## config.mk

```make
export PLATFORM = sky130hd
export DESIGN_NAME = branch_predict_unit
export DESIGN_NICKNAME = d
export VERILOG_FILES = /design/src/rtl/branch_pkg.sv /design/src/rtl/branch_cond.sv /design/src/rtl/branch_predict_unit.sv
export SDC_FILE = /design/constraint.sdc
export NUM_CORES = 1
export LEC_CHECK = 0
export ABC_CLOCK_PERIOD_IN_PS = 16450
export BUFFER_PORTS_ARGS = -buffer_cell sky130_fd_sc_hd__buf_2
export CAP_MARGIN = 20
export CORE_MARGIN = 1.5
export CORE_UTILIZATION = 45
export DETAILED_ROUTE_END_ITERATION = 7
export GPL_ROUTABILITY_DRIVEN = 0
export PLACE_DENSITY = 0.66
export SKIP_LAST_GASP = 1
export SLEW_MARGIN = 40
export SYNTH_ARGS = -nofsm -noshare
export SYNTH_HDL_FRONTEND = slang
export SYNTH_SLANG_ARGS = --single-unit
```

## constraint.sdc

```tcl
create_clock -name clk -period 16.45 [get_ports clk]
set_input_delay 4.1125 -clock clk [delete_from_list [all_inputs] [get_ports clk]]
set_output_delay 4.1125 -clock clk [all_outputs]
set_load 0.01 [all_outputs]
```

## src/rtl/branch_pkg.sv

```systemverilog
// Shared definitions for the branch prediction unit: branch codes,
// two-bit counter states, the default PC width and the counter step rule.
package branch_pkg;

    localparam int XLEN_DEFAULT = 32;

    typedef enum logic [2:0] {
        BR_NONE = 3'b000,
        BR_BEQ  = 3'b001,
        BR_BNE  = 3'b010,
        BR_BLT  = 3'b011,
        BR_BGE  = 3'b100,
        BR_BLTU = 3'b101,
        BR_BGEU = 3'b110,
        BR_JUMP = 3'b111
    } br_code_e;

    // Two-bit saturating counter states; the MSB is the taken prediction.
    localparam logic [1:0] SNT = 2'b00;
    localparam logic [1:0] WNT = 2'b01;
    localparam logic [1:0] WT  = 2'b10;
    localparam logic [1:0] ST  = 2'b11;

    // One step of the saturating counter towards taken (up=1) or not taken.
    function automatic logic [1:0] sat_step(input logic [1:0] state, input logic up);
        logic [1:0] next;
        next = state;
        if (up && state != ST) begin
            next = state + 2'd1;
        end else if (!up && state != SNT) begin
            next = state - 2'd1;
        end
        return next;
    endfunction

endpackage

```

## src/rtl/branch_cond.sv

```systemverilog
// Resolve-stage decode: branch outcome and PC-mux selects from the ALU flags.
module branch_cond
    import branch_pkg::*;
(
    input  logic       valid_i,
    input  logic [2:0] branch_i,
    input  logic       jumps_i,
    input  logic       zero_i,
    input  logic       less_i,
    output logic       taken_o,
    output logic       cond_o,
    output logic       pcasrc_o,
    output logic       pcbsrc_o
);

    br_code_e code;
    assign code = br_code_e'(branch_i);

    // Decode the branch outcome and steer the PC muxes.
    always_comb begin
        // NOTE: every output gets a default before any branch so no path
        // leaves one unassigned, which would otherwise infer a latch.
        taken_o  = 1'b0;
        cond_o   = 1'b0;
        pcasrc_o = 1'b1;
        pcbsrc_o = 1'b0;
        if (valid_i) begin
            case (code)
                BR_BEQ:           begin cond_o = 1'b1; taken_o = zero_i;  end
                BR_BNE:           begin cond_o = 1'b1; taken_o = ~zero_i; end
                BR_BLT, BR_BLTU:  begin cond_o = 1'b1; taken_o = less_i;  end
                BR_BGE, BR_BGEU:  begin cond_o = 1'b1; taken_o = ~less_i; end
                BR_JUMP: begin
                    taken_o  = 1'b1;
                    pcasrc_o = 1'b0;
                    pcbsrc_o = ~jumps_i;   // JALR takes the register-based source
                end
                default: ;
            endcase
            if (cond_o && taken_o) begin
                pcasrc_o = 1'b0;
            end
        end
    end

endmodule

```

## src/rtl/branch_predict_unit.sv

```systemverilog
// Bimodal branch predictor: a table of two-bit saturating counters indexed
// by PC, resolve-stage training, mispredict flush/redirect and perf counters.
module branch_predict_unit
    import branch_pkg::*;
#(
    parameter int         XLEN        = XLEN_DEFAULT,
    parameter int         BHT_ENTRIES = 64,
    parameter int         CNT_W       = 32,
    parameter logic [1:0] INIT_STATE  = WNT
) (
    input  logic             clk,
    input  logic             rst,
    input  logic [XLEN-1:0]  pred_pc_i,
    output logic             pred_taken_o,
    input  logic             res_valid_i,
    input  logic [XLEN-1:0]  res_pc_i,
    input  logic [2:0]       res_branch_i,
    input  logic             res_jumps_i,
    input  logic             res_zero_i,
    input  logic             res_less_i,
    input  logic             res_pred_taken_i,
    input  logic [XLEN-1:0]  res_target_i,
    output logic             pcasrc_o,
    output logic             pcbsrc_o,
    output logic             flush_o,
    output logic [XLEN-1:0]  redirect_pc_o,
    output logic [CNT_W-1:0] branch_cnt_o,
    output logic [CNT_W-1:0] mispred_cnt_o
);

    localparam int IDX_W = $clog2(BHT_ENTRIES);

    logic [1:0]       bht_q [BHT_ENTRIES];
    logic [1:0]       bht_d;
    logic             bht_we;
    logic [IDX_W-1:0] pred_idx;
    logic [IDX_W-1:0] res_idx;

    logic             rst_guard_q;   // high during reset and the first edge after release
    logic             taken;
    logic             is_cond;
    logic             accept;
    logic             is_branch;
    logic             mispredict;

    logic             flush_q;
    logic [XLEN-1:0]  redirect_q, redirect_d;
    logic [CNT_W-1:0] branch_cnt_q, branch_cnt_d;
    logic [CNT_W-1:0] mispred_cnt_q, mispred_cnt_d;

    // PC bits outside the index field do not affect the prediction.
    logic unused_pred_bits;
    assign unused_pred_bits = ^{pred_pc_i[XLEN-1:IDX_W+2], pred_pc_i[1:0]};

    branch_cond u_cond (
        .valid_i  (res_valid_i),
        .branch_i (res_branch_i),
        .jumps_i  (res_jumps_i),
        .zero_i   (res_zero_i),
        .less_i   (res_less_i),
        .taken_o  (taken),
        .cond_o   (is_cond),
        .pcasrc_o (pcasrc_o),
        .pcbsrc_o (pcbsrc_o)
    );

    assign pred_idx     = pred_pc_i[IDX_W+1:2];
    assign res_idx      = res_pc_i[IDX_W+1:2];
    assign pred_taken_o = bht_q[pred_idx][1];   // no bypass of a same-cycle update

    assign accept     = res_valid_i & ~rst_guard_q;
    assign is_branch  = accept & (br_code_e'(res_branch_i) != BR_NONE);
    assign mispredict = is_branch & (taken != res_pred_taken_i);
    assign bht_we     = accept & is_cond;
    assign bht_d      = sat_step(bht_q[res_idx], taken);

    // Next redirect target and saturating performance counts.
    always_comb begin
        redirect_d    = redirect_q;
        branch_cnt_d  = branch_cnt_q;
        mispred_cnt_d = mispred_cnt_q;
        if (mispredict) begin
            redirect_d = taken ? res_target_i : res_pc_i + XLEN'(4);
        end
        if (is_branch && !(&branch_cnt_q)) begin
            branch_cnt_d = branch_cnt_q + CNT_W'(1);
        end
        if (mispredict && !(&mispred_cnt_q)) begin
            mispred_cnt_d = mispred_cnt_q + CNT_W'(1);
        end
    end

    // Suppress any resolve on the first edge after reset is released.
    always_ff @(posedge clk or posedge rst) begin
        // NOTE: sequential state uses non-blocking assignments so every
        // flop samples pre-edge values regardless of block ordering.
        if (rst) begin
            rst_guard_q <= 1'b1;
        end else begin
            rst_guard_q <= 1'b0;
        end
    end

    // Flush pulse, redirect PC and counters.
    always_ff @(posedge clk or posedge rst) begin
        if (rst) begin
            flush_q       <= 1'b0;
            redirect_q    <= '0;
            branch_cnt_q  <= '0;
            mispred_cnt_q <= '0;
        end else begin
            flush_q       <= mispredict;
            redirect_q    <= redirect_d;
            branch_cnt_q  <= branch_cnt_d;
            mispred_cnt_q <= mispred_cnt_d;
        end
    end

    // Branch history table training.
    always_ff @(posedge clk or posedge rst) begin
        // NOTE: the table must come out of reset in a known state, so it is
        // a flop array with a reset loop rather than an inferred RAM.
        if (rst) begin
            for (int i = 0; i < BHT_ENTRIES; i++) begin
                bht_q[i] <= INIT_STATE;
            end
        end else if (bht_we) begin
            bht_q[res_idx] <= bht_d;
        end
    end

    assign flush_o       = flush_q;
    assign redirect_pc_o = redirect_q;
    assign branch_cnt_o  = branch_cnt_q;
    assign mispred_cnt_o = mispred_cnt_q;

endmodule

```

; ---- After elaboration in Yosys (flattened, before gate mapping)
; Cells that the tools add are included.
[classes]
n_shift = 0
n_addsub = 5
n_bitwise = 10
n_div = 0
n_lt_le_gt_ge = 3
multipliers = 0
reduce_logical = 16
muxes = 23
eq_ne = 9
[ops]
columns = operator, n
row1 = bitwise mux 128 bit, 1
row2 = adder 32 x 1 -> 32 bit (second input constant), 2
row3 = AND reduction 32 bit, 2
row4 = adder 32 x 3 -> 32 bit (second input constant), 1
row5 = two-way mux 32 bit, 1
row6 = binary-select mux 2 bit (select 6 bit), 2
row7 = greater-or-equal comparator 7 bit (second input constant), 2
row8 = two-way mux 2 bit, 7
row9 = inverter 6 -> 7 bit, 2
row10 = demux 2 bit (select 6 bit), 1
row11 = equality test 3 bit (second input constant), 4
row12 = two-way mux 1 bit, 10
row13 = < comparator 7 x 1 -> 1 bit (second input constant), 1
row14 = equality test 3 x 2 -> 1 bit (second input constant), 2
row15 = logical AND 1 bit, 6
row16 = OR reduction 6 bit, 1
row17 = one-hot mux 1 bit (5 select lines), 1
row18 = bitwise AND 1 bit, 4
row19 = inverter 1 bit, 4
row20 = OR reduction 2 bit, 2
row21 = equality test 3 x 1 -> 1 bit (second input constant), 1
row22 = zero test 1 bit, 3
row23 = nonzero test 3 bit, 1
row24 = adder 2 x 1 -> 2 bit (second input constant), 1
row25 = other kinds (4), 4
[totals]
romBits = 0
ff_bits = 226
ramBits = 0
in_bits = 106
latchBits = 0
mem_count = 0
out_inout_bits = 100

; ---- Longest topological paths before layout
[logic_depth]
ltp_word = 10
mapped_depth = 17
mapped_depth_nobuf = 11

; ---- Hierarchy
; From an unflattened synthesis, not the netlist that was laid out.
[hier_totals]
hier_cells = 1203
hier_area_um2 = 12182.9
[by_module_without_submodules]
columns = module, seq_area_each_um2, cells_each, n_inst, area_per_inst_um2
row1 = branch_predict_unit, 5736.8, 1189, 1, 12092.8
row2 = branch_cond, 0.0, 14, 1, 90.1

; ---- Least setup slack after synthesis
; OpenSTA, ideal clock, no wires.
[synth_path]
kind = in2out
from = input port pred_pc_i[2]
to = output port pred_taken_o
setup_slack_ps = 5785
path_buffers = 2
arrival_ps = 6553
cell_stages = 5
cell_sequence = clkbuf_1 buf_1 mux4_2 mux4_2 mux4_2
[synth_via]
elab_chain_len = 4
[synth_rtl]
columns = element, line
row1 = from (decl), branch_predict_unit.sv:13  ; input logic [XLEN-1:0] pred_pc_i,
row2 = inverter 6 -> 7 bit (not written as such), branch_predict_unit.sv:69  ; assign pred_taken_o = bht_q[pred_idx][1];
row3 = binary-select mux 2 bit (select 6 bit), branch_predict_unit.sv:69
row4 = two-way mux 2 bit (not written as such) (2 in a row), branch_predict_unit.sv:69
row5 = to (decl), branch_predict_unit.sv:14  ; output logic pred_taken_o,
; No other way between the ends. The select of a mux whose other input is x is not followed.

; ---- Worst setup path in the final report
; Ends and elaborated chain as after synthesis.

==> metrics.txt <==
met2 WL 14500 um; Final Hold Violating Endpoints 0; RSZ-0062 raised after global routing no; Layout Area Growth over Synthesis 18.0%; Synth warnings 0; Max-slew headroom 46.8%; via count of the routed design 9479; max cap viols 0; number of clock sinks 226; Slew @ Worst Pin 797 ps; Max Clk Rate 0.0950 GHz; Post-synth top flop dfrtp_1; top post-synthesis cells by count nand2_1, dfrtp_1, o21ai_0; IO Pins 206; CP Capture Type primary output; R2R setup slack 12470 ps; switch share 27.7%; share of the synthesized area in compound gates (AO/OA/AOI/OAI) 11.7%; share of the synthesized area in the top cell type 34.5%; Hold/Removal Path Class register to register; total gr overflow 0; Worst Reg-to-Reg Cells 10; Core Util, Final 54.3%; WL met1 14000 um; slowest CP cell mux4_2; Post-synth EDFFs 0; # rows 58; Filler cells 2283; slowest cell delay on critical path 600 ps; Num CTS Buffers 26; number of buffers on the longest clock path 3; CTS clk-pin slew, worst paths 60 ps; WP data arrival 6410 ps; Vias per Instance 5.58; simple-gate share of the synthesized area 18.5%; minimum clock period 10520 ps; main combinational cell family by area after synthesis simple AND/OR/NAND/NOR gates; #FFs+latches synth 226; Critical Path Fanout Max 16; Final WS setup 5930 ps; post-place setup slack 5890 ps; Mapped Cells 1184; DR pass1 iterations 5; count of final setup violators 0; CTS-repair resized insts 0; final setup TNS 0 ps; sequential power share 44.7%; Mapped Area 0.0117 mm2; Pleak 6.04 nW; Logic pwr share 15.4%; Core Footprint 0.0253 mm2; CTS tree built; CP required 12340 ps; outcome finished, final reports clean; Ant. Diodes 0; setup bufs post-CTS 0; peak supply drop 0.0629 mV; Die X 164 um; PD cells 107 mW/mm2; die height 164 um; largest net degree at the start of global routing 144; DRT Wirelength 31600 um; Startpoint Class input port; Synth area leader dfrtp_1; GR Util All Layers 23.7%; share of synthesized flip-flops with an asynchronous set or reset 100%; critical path, cell by cell buf_2, mux4_2, mux4_2, mux4_2, buf_2; first-pass GRT wire length 50100 um; vias in the first global route 9087; Clock Tree Root clkbuf_16; area share of fa/ha/maj cells after synthesis 0.536%; initial core utilization 46.1%; Clk pwr share 39.8%; Post-Route Skew 15.7 ps; fin crit share 64.0%; die area 0.0269 mm2; drt wl/cell 18.6 um; mux share of post-synthesis cell area 9.96%; Final Max Slew Viols 0; sequential area share after synthesis 49.2%; CTS H-tree lvls 1; Top cell by count, worst path mux4_2; largest cells by area after synthesis dfrtp_1, dfstp_2, nand2_1, mux4_2, xnor2_1; remaining antenna violation count 0; internal power 1.07 mW; net switching power 410 uW; drt drc 0; Yosys cell types 64; detailed placer's ending HPWL 21500 um; # hold bufs at CTS 0; syn_area_per_cell 9.85 um2; met3 WL post-DR 2570 um; cell with the most instances after synthesis nand2_1; initial DRC count 821; DR top layer met5; IO Port Bufs 179; layout cells sized above 1 26.2%; Mapped Nets 1295; initial antenna violation count 1; crit path kind input port to primary output; worst skew pair latency 530 ps; nets 1461; hold-critical path depth 2; XOR/XNOR Fraction of Synth Area 6.90%
stage by stage:
step / power [mW] / hold slack (ps) / std cells / area [um2]
6_report: 1.48 / 465 / 1700 / 13800
2_1_floorplan: 0.809 / 442 / 1184 / 11700
5_1_grt: 1.54 / 481 / 1700 / 13800
4_1_cts: 1.49 / 464 / 1700 / 13700
3_3_place_gp: 0.893 / 450 / 1651 / 12800
3_5_place_dp: 0.901 / 455 / 1652 / 12900
state kept, by name, summed over array words and instances, names as in the netlist:
register / flops
bht_q: 128
mispred_cnt_o: 32
branch_cnt_o: 32
rst_guard_q: 1
redirect_pc_o: 32
flush_o: 1
worst max-delay path, delay by kind of cell:
kind,cells,cell delay [ps]
mux,3,1630
buf+inv,2,660
power groups by stage:
stage,clock network [mW],registers [mW],logic (mW)
finish,0.589,0.661,0.228
global route,0.621,0.670,0.255
CTS,0.598,0.662,0.230
detailed placement,0,0.671,0.230
global placement,0,0.669,0.224
floorplan,0,0.676,0.133
logic make-up (layout without fill, tap and decap cells):
group	count (synthesis)	after routing
AOI/OAI and AO/OA	238	238
xor gates and xnor gates	91	91
adders and majority gates	5	5
buffers and inverters	71	257
DFF	226	226
muxes	76	76
other	1	1
and+or+nand+nor	476	476
area by class of cell:
class                           count  area [um2]  area share [%]
Clock buffer                       43         796            5.78
Clock inverter                      5        75.1           0.545
Inverter                           16        72.6           0.527
Multi-Input combinational cell    887        5650            41.1
Sequential cell                   226        5740            41.7
Tap cell                          330         413            3.00
Timing Repair Buffer              193        1020            7.41
cell usage in the layout, fill, tap and decap left out, drive strengths merged, types with 26 or more instances in the layout:
cell    count
nand4      26
nand2     260
clkbuf     44
dfrtp     161
o21ai     166
dfstp      65
nor2       54
mux2i      31
xnor2      73
nand3      46
buf       192
mux4       30
path summary, 6_finish.rpt:
kind / from / end
max: pred_pc_i[2] / pred_taken_o
min: bht_q[96]$_DFFE_PP1P_ / bht_q[96]$_DFFE_PP1P_
max reg2reg: bht_q[112]$_DFFE_PP1P_ / bht_q[70]$_DFFE_PP1P_
min reg2reg: bht_q[96]$_DFFE_PP1P_ / bht_q[96]$_DFFE_PP1P_
max in group asynchronous: rst / bht_q[43]$_DFFE_PP0P_
min in group asynchronous: rst / mispred_cnt_o[10]$_DFFE_PP0P_
per-layer routing:
metal	up-vias	global-route usage (%)
li1	4525	-
met1	4571	33.0
met2	334	37.9
met3	47	4.95
met4	2	5.58
met5	-	0
Note: power is estimated with default switching activity, not from simulation.
